## src/rtl/demux_1_to_2_buf_if.sv

```systemverilog
// demux_1_to_2_buf_if
// Bundles the input handshake, both output handshakes and the statistics
// counters of the buffered 1-to-2 demultiplexer. The slave modport is the
// demux itself; the master modport is the producer/consumer side.

interface demux_1_to_2_buf_if #(
    parameter int WIDTH = 32
);
    logic             in_valid;
    logic             in_ready;
    logic             selector;
    logic [WIDTH-1:0] in;

    logic             out0_valid;
    logic             out0_ready;
    logic [WIDTH-1:0] out0;

    logic             out1_valid;
    logic             out1_ready;
    logic [WIDTH-1:0] out1;

    logic [15:0]      count0;
    logic [15:0]      count1;

    modport master (
        output in_valid, selector, in, out0_ready, out1_ready,
        input  in_ready, out0_valid, out0, out1_valid, out1, count0, count1
    );

    modport slave (
        input  in_valid, selector, in, out0_ready, out1_ready,
        output in_ready, out0_valid, out0, out1_valid, out1, count0, count1
    );
endinterface

```

## src/rtl/demux_1_to_2_buf.sv

```systemverilog
// demux_1_to_2_buf
// Buffered 1-to-2 demultiplexer. Each input word is steered by its selector
// bit into one of two independent DEPTH-entry circular FIFOs, each drained
// through its own valid/ready port. A full side only blocks words addressed
// to that side.
// Optional feature: define DEMUX_STATS_EN to enable the 16-bit per-side
// enqueue counters on count0/count1; otherwise both ports read 0.

module demux_1_to_2_buf #(
    parameter int WIDTH = 32,
    parameter int DEPTH = 2
) (
    input logic               clk,
    input logic               rstb,
    demux_1_to_2_buf_if.slave bus
);
    localparam int PTR_W = (DEPTH > 1) ? $clog2(DEPTH) : 1;
    localparam int OCC_W = $clog2(DEPTH + 1);
    localparam logic [OCC_W-1:0] OCC_FULL = OCC_W'(DEPTH);

    logic [1:0]       full;
    logic [1:0]       valid;
    logic [1:0]       out_rdy;
    logic [1:0]       enq;
    logic [1:0]       deq;
    logic             accept;
    logic             in_ready;
    logic [WIDTH-1:0] head [2];
    logic [15:0]      cnt  [2];

    // Readiness depends only on the registered occupancy of the addressed
    // side, so a consumer's ready can never ripple back to the producer.
    assign in_ready = bus.selector ? ~full[1] : ~full[0];
    assign accept   = bus.in_valid & in_ready;
    assign enq      = {accept & bus.selector, accept & ~bus.selector};
    assign out_rdy  = {bus.out1_ready, bus.out0_ready};
    assign deq      = valid & out_rdy;

    for (genvar s = 0; s < 2; s++) begin : g_side
        logic [WIDTH-1:0] mem [DEPTH];
        logic [PTR_W-1:0] rd_ptr;
        logic [PTR_W-1:0] wr_ptr;
        logic [OCC_W-1:0] occ;

        assign full[s]  = (occ == OCC_FULL);
        assign valid[s] = (occ != '0);
        assign head[s]  = mem[rd_ptr];

        // FIFO storage, pointers and occupancy; enqueue and dequeue on the
        // same edge advance both pointers and leave occupancy unchanged.
        always_ff @(posedge clk) begin
            if (!rstb) begin
                rd_ptr <= '0;
                wr_ptr <= '0;
                occ    <= '0;
                for (int i = 0; i < DEPTH; i++) begin
                    mem[i] <= '0;
                end
            end else begin
                if (enq[s]) begin
                    mem[wr_ptr] <= bus.in;
                    wr_ptr      <= wr_ptr + PTR_W'(1);
                end
                if (deq[s]) begin
                    rd_ptr <= rd_ptr + PTR_W'(1);
                end
                case ({enq[s], deq[s]})
                    2'b10:   occ <= occ + OCC_W'(1);
                    2'b01:   occ <= occ - OCC_W'(1);
                    default: occ <= occ;
                endcase
            end
        end

`ifdef DEMUX_STATS_EN
        logic [15:0] stat;

        // Count accepted enqueues to this side; wraps naturally at 16 bits.
        always_ff @(posedge clk) begin
            if (!rstb) begin
                stat <= '0;
            end else if (enq[s]) begin
                stat <= stat + 16'd1;
            end
        end

        assign cnt[s] = stat;
`else
        assign cnt[s] = '0;
`endif
    end

    assign bus.in_ready   = in_ready;
    assign bus.out0_valid = valid[0];
    assign bus.out1_valid = valid[1];
    assign bus.out0       = head[0];
    assign bus.out1       = head[1];
    assign bus.count0     = cnt[0];
    assign bus.count1     = cnt[1];
endmodule

```

## src/flat_wrapper.sv

```systemverilog
// flat-port wrapper written by rule: the top's interface ports become plain ports
module demux_1_to_2_buf_flat 
#(
    parameter int WIDTH = 32,
    parameter int DEPTH = 2
)
  (clk, rstb, bus_in_valid, bus_selector, bus_in, bus_out0_ready, bus_out1_ready, bus_in_ready, bus_out0_valid, bus_out0, bus_out1_valid, bus_out1, bus_count0, bus_count1);
  demux_1_to_2_buf_if #(.WIDTH(WIDTH)) bus_i ();
  input logic clk;
  input logic rstb;
  input wire logic [$bits(bus_i.in_valid)-1:0] bus_in_valid;
  input wire logic [$bits(bus_i.selector)-1:0] bus_selector;
  input wire logic [$bits(bus_i.in)-1:0] bus_in;
  input wire logic [$bits(bus_i.out0_ready)-1:0] bus_out0_ready;
  input wire logic [$bits(bus_i.out1_ready)-1:0] bus_out1_ready;
  output wire logic [$bits(bus_i.in_ready)-1:0] bus_in_ready;
  output wire logic [$bits(bus_i.out0_valid)-1:0] bus_out0_valid;
  output wire logic [$bits(bus_i.out0)-1:0] bus_out0;
  output wire logic [$bits(bus_i.out1_valid)-1:0] bus_out1_valid;
  output wire logic [$bits(bus_i.out1)-1:0] bus_out1;
  output wire logic [$bits(bus_i.count0)-1:0] bus_count0;
  output wire logic [$bits(bus_i.count1)-1:0] bus_count1;
  assign bus_i.in_valid = bus_in_valid;
  assign bus_i.selector = bus_selector;
  assign bus_i.in = bus_in;
  assign bus_i.out0_ready = bus_out0_ready;
  assign bus_i.out1_ready = bus_out1_ready;
  assign bus_in_ready = bus_i.in_ready;
  assign bus_out0_valid = bus_i.out0_valid;
  assign bus_out0 = bus_i.out0;
  assign bus_out1_valid = bus_i.out1_valid;
  assign bus_out1 = bus_i.out1;
  assign bus_count0 = bus_i.count0;
  assign bus_count1 = bus_i.count1;
  demux_1_to_2_buf #(.WIDTH(WIDTH), .DEPTH(DEPTH)) u_core (.clk(clk), .rstb(rstb), .bus(bus_i));
endmodule
```

## config.mk

```make
export PLATFORM = sky130hd
export DESIGN_NAME = demux_1_to_2_buf_flat
export DESIGN_NICKNAME = d
export VERILOG_FILES = /design/src/rtl/demux_1_to_2_buf_if.sv /design/src/rtl/demux_1_to_2_buf.sv /design/src/flat_wrapper.sv
export SDC_FILE = /design/constraint.sdc
export NUM_CORES = 1
export LEC_CHECK = 0
export CAP_MARGIN = 30
export CORE_UTILIZATION = 50
export CTS_BUF_LIST = sky130_fd_sc_hd__clkbuf_4 sky130_fd_sc_hd__clkbuf_8
export CTS_CLUSTER_SIZE = 28
export DETAILED_ROUTE_END_ITERATION = 10
export PLACE_DENSITY = 0.79
export SLEW_MARGIN = 0
export SYNTH_ARGS = -nofsm -noshare
export SYNTH_HDL_FRONTEND = slang
export SYNTH_SLANG_ARGS = --single-unit
```

## constraint.sdc

```tcl
create_clock -name clk -period 4.85 [get_ports clk]
set_input_delay 1.2125 -clock clk [delete_from_list [all_inputs] [get_ports clk]]
set_output_delay 1.2125 -clock clk [all_outputs]
set_load 0.03 [all_outputs]
```

Yosys cells after proc, flatten, opt, wreduce, memory -nomap -nowiden
Memories as Yosys holds them, arrays and structs flattened. A register that Yosys moved wholly into a read port is not among the register bits.
Index checks and enable logic that the tools add are counted.
{"block": "classes", "n_addsub": 8, "mul": 0, "div": 0, "magnitude_cmp": 0, "eq_ne": 6, "shifts": 0, "n_mux": 20, "n_bitwise": 7, "reduce_logical": 6}
{"op": "$mux 32", "n": 2}
{"op": "$reduce_or 32->1", "n": 2}
{"op": "$mux 1", "n": 16}
{"op": "$eq 2x2->1 const B", "n": 4}
{"op": "$pmux 2 s2", "n": 2}
{"op": "$reduce_bool 2->1", "n": 4}
{"op": "$add 1x1->1 const B", "n": 4}
{"op": "$add 2x1->2 const B", "n": 2}
{"op": "$eq 2x1->1 const B", "n": 2}
{"op": "$sub 2x1->2 const B", "n": 2}
{"op": "$and 1x1->1", "n": 3}
{"op": "$not 1->1", "n": 3}
{"op": "$and 2x2->2", "n": 1}
{"block": "totals", "reg_bits": 8, "latch_bits": 0, "ramBits": 128, "mem_bits_ro": 0, "in_bits": 38, "output_inout_bits": 99, "elab_cells": 55, "mem_count": 2}
{"memory": "u_core.g_side[0].mem", "words": 2, "width": 32, "read_ports": 1, "rd_clocked_by_memory_dff": 1, "wr": 2, "line_no": "demux_1_to_2_buf.sv:40", "rtl": "logic [WIDTH-1:0] mem [DEPTH];"}
{"memory": "u_core.g_side[1].mem", "words": 2, "width": 32, "read_ports": 1, "rd_clocked_by_memory_dff": 1, "wr": 2, "line_no": "demux_1_to_2_buf.sv:40"}

Longest topological paths before layout
{"block": "logic_depth", "depth_word": 10, "ltp_mapped": 6}

Worst setup path after synthesis
Ideal clock, no wire load.
{"block": "synth_path", "path_kind": "input port to flip-flop", "startpoint": "input port bus_selector", "endpoint": "memory u_core.g_side[0].mem[0][0] (enable)", "setup_time_ps": 466, "arrival_ps": 3942, "path_slack_ps": 442, "path_stages": 2, "n_path_buf": 0, "path_cell_list": "or3b_1 -> o21ai_0"}
{"element": "start, declared", "line_no": "flat_wrapper.sv:12", "rtl": "input wire logic [$bits(bus_i.selector)-1:0] bus_selector;"}
{"element": "end, declared", "line_no": "demux_1_to_2_buf.sv:40"}

Final worst setup path
{"block": "layout_path", "startpoint": "input port bus_selector", "endpoint": "output port bus_in_ready"}
{"block": "layout_between", "elab_chain_cells": 1}
{"element": "$mux 1", "line_no": "demux_1_to_2_buf.sv:33", "rtl": "assign in_ready = bus.selector ? ~full[1] : ~full[0];"}
{"element": "end, declared", "line_no": "flat_wrapper.sv:16", "rtl": "output wire logic [$bits(bus_i.in_ready)-1:0] bus_in_ready;"}
Every way passes these cells.

==> summary.txt <==
Status
  – Outcome: finished clean

Yosys
  – Mapped Cells: 428
  – Synth top area share: 0.608
  – Cell area after synthesis: roughly 6300 um2
  – Number of distinct standard cells referenced by the synthesized netlist: 28
  – Register area share after synthesis: 0.639
  – Mean instance size in the synthesized netlist: 14.8 um2
  – Synth warn: 0
  – Post-synthesis sequential element count: 138
  – Most area-hungry cell type in the Yosys netlist: sky130_fd_sc_hd__edfxtp_1
  – Biggest area contributors in the synthesized netlist: sky130_fd_sc_hd__edfxtp_1 (61%), sky130_fd_sc_hd__and2_1 (13%), sky130_fd_sc_hd__mux2_2 (11%)

Timing
  – Final Worst Setup Slack: ~800 ps
  – Maximum clock skew at final layout: 10.2 ps
  – Final Critical Period: about 4000 ps
  – Transition time of the tightest slew-check pin: 870 ps
  – Worst slack on hold paths: around 530 ps
  – RSZ-0062 raised after global routing: false
  – Max-slew violations: 0
  – Max-slew headroom at the worst pin: 0.420
  – Final hold viol count: 0
  – Final total negative setup slack: 0 ps
  – Fmax: roughly 250 MHz
  – Count of final setup violators: 0
  – Final Cycle Share: 0.837

Global routing
  – Overall fraction of global-route tracks in use: 0.191
  – Number of global-route vias before repair: 3,648
  – Number of antenna violations at the first check in global routing: 0
  – First-pass GRT wire length: 18.5 mm
  – Total grt overflow: 0
  – Maximum number of pins on one net before global-route repair: 34

Routing
  – Detailed-routing iteration count for the pre-antenna-repair pass: 5
  – Post-detailed-route count of antenna-violating nets: 0
  – Avg WL per Cell: about 17 um
  – Total wire length after detailed routing: between 10 and 15 mm
  – Via count: ~3,500
  – Via density per instance: 4.90
  – Number of violations reported at the end of detailed-routing iteration 0: 230
  – DRC viols: 0

Clock tree
  – TritonCTS clock tree: done
  – # clock sinks: 138
  – CTS clock-pin slew for the worst setup and hold paths: 70 ps
  – Insertion delay to the later sink of the worst-skew pair: between 400 and 500 ps
  – Root Driver: sky130_fd_sc_hd__clkbuf_8
  – Buffers from clock root to sink, at most: 2
  – CTS resizes: 0
  – Number of setup buffers added after CTS: 0
  – Hold-fix buffer count after cts: 0
  – Deepest level of the CTS H-tree: 4
  – Clock buffers created by TritonCTS: 17

Critical path
  – Worst setup EP type: output pin
  – Biggest fanout along the worst timing path: 7
  – WP data arrival: around 2900 ps
  – CP required: roughly 3600 ps
  – Master of the slowest instance on the critical path: sky130_fd_sc_hd__clkdlybuf4s50_1
  – Type of the worst setup path: in2out
  – Cell repeated most along the worst path: sky130_fd_sc_hd__clkdlybuf4s50_1
  – Worst path cell trace: clkdlybuf4s50_1 -> mux2i_1 -> clkdlybuf4s50_1
  – Crit start category: primary input
  – Delay of the slowest critical-path stage: 710 ps

Finish
  – Share of post-route cells with drive strength above 1: 0.204
  – Number of antenna repair diodes: 0
  – Area used by sequential logic in the layout: 4050 um2
  – Final design instance area without fill: 7800 um2
  – Signed area change from the synthesized netlist to the final layout: 23.4%
  – Final #Nets: slightly below 600
  – Number of filler cells placed in the layout: 918
  – Final standard cell count with taps included and fillers excluded: 718
  – Area of the multi-input gates: 2050 um2

Placement
  – Detailed placer's ending HPWL: 7.68 mm
  – Placed cell count: between 600 and 700
  – Final estimated routing congestion in global placement: 0.708
  – Area after detailed placement: 7420 um2
  – Port Buf Inserts: 104
  – Worst slack at placement: 788 ps

Job
  – Maxcap violations: 0

Floorplanning
  – Die width: 114 um
  – Number of standard-cell rows in the floorplan: 40
  – Ports placed on the boundary: 137
  – Area of the die: 13,100 um2
  – CORE AREA: 12,200 um2
  – Height of the die: 114 um
  – Initial cell density of the core: 0.520

Power
  – Power density normalized to cell area: around 450 nW/um2
  – Worst-case vdd ir drop: 0.234 mV
  – Leakage Power: 2.94 nW

Hold path
  – Hold Path Class: reg2reg
## final timing paths
| kind | start | to | slack, ps | cells after the start |
|---|---|---|---|---|
| max | bus_selector | bus_in_ready | 790 | 3 |
| min reg2reg | u_core.g_side[0].occ[1]$_SDFFE_PN0P_ | u_core.g_side[0].occ[1]$_SDFFE_PN0P_ | 530 | 2 |
| max reg2reg | u_core.g_side[1].occ[0]$_SDFFE_PN0P_ | u_core.g_side[1].mem[0][1]$_SDFFCE_PN0P_ | 2690 | 4 |
| min | u_core.g_side[0].occ[1]$_SDFFE_PN0P_ | u_core.g_side[0].occ[1]$_SDFFE_PN0P_ | 530 | 2 |
## synthesized netlist by cell type (all sizes together)
cell type / instances
inv: 2
and2: 132
ha: 2
buf: 44
nor4b: 2
a21boi: 2
nand3b: 1
conb: 1
nor2b: 6
xnor2: 6
or2: 2
edfxtp: 128
clkbuf: 9
o21ai: 6
or3b: 1
mux2i: 1
o21a: 2
or3: 2
a21o: 2
nor4: 2
nand2: 1
dfxtp: 10
mux2: 64
## cells in the final DEF, fill, tap and decap left out, drive strengths merged, types with 4 or more instances in the layout
master,instances
and2,132
edfxtp,128
clkdlybuf4s50,104
mux2,64
conb,32
clkbuf,17
dfxtp,10
buf,8
clkinv,7
xnor2,6
o21ai,6
nor2b,6
clkinvlp,4
inv,4
## kinds of logic after synthesis
kind of cell / synth area share
simple gates: 0.159
flops: 0.639
mux: 0.116
buf+inv: 0.0611
compound gates: 0.0119
xor+xnor: 0.00831
fa+ha+maj: 0.00396
other cells: 0.000593
## layout make-up
cell class	count	share of cell area
inverters	2	0.000962
well taps	168	0.0269
clock buffers	17	0.0300
clock inverters	15	0.0192
multi-input cells	266	0.263
flip-flops and latches	138	0.519
repair buffers	112	0.141
## flip-flops by register name (all words and copies together), names as in the netlist, named ones only
signal                flops
u_core.g_side.mem       128
u_core.g_side.occ         4
u_core.g_side.rd_ptr      2
u_core.g_side.wr_ptr      2
## through the flow
step,total power [W],util
finish,0.00354,0.642
global placement,0.00266,0.610
CTS,0.00357,0.642
floorplan,0.00228,-
global route,0.00368,0.642
detailed placement,0.00268,0.610
## power by group
part           internal, W  total [W]  switching, W
clock             0.000455   0.000899      0.000444
combinational     0.000511    0.00109      0.000582
sequential         0.00142    0.00155      0.000127
total              0.00239    0.00354       0.00115
## worst max-delay path, delay by kind of cell
kind     cells  cell delay (ps)
mux          1              230
buf+inv      2             1400
## metal layers
metal	track usage	vias to the layer above	wire, um
met5	0	-	0
met3	0.0545	2	679
li1	-	1663	-
met4	0.0476	0	31
met2	0.324	124	5860
met1	0.241	1732	5280
Power figures use the tool's default switching activity.
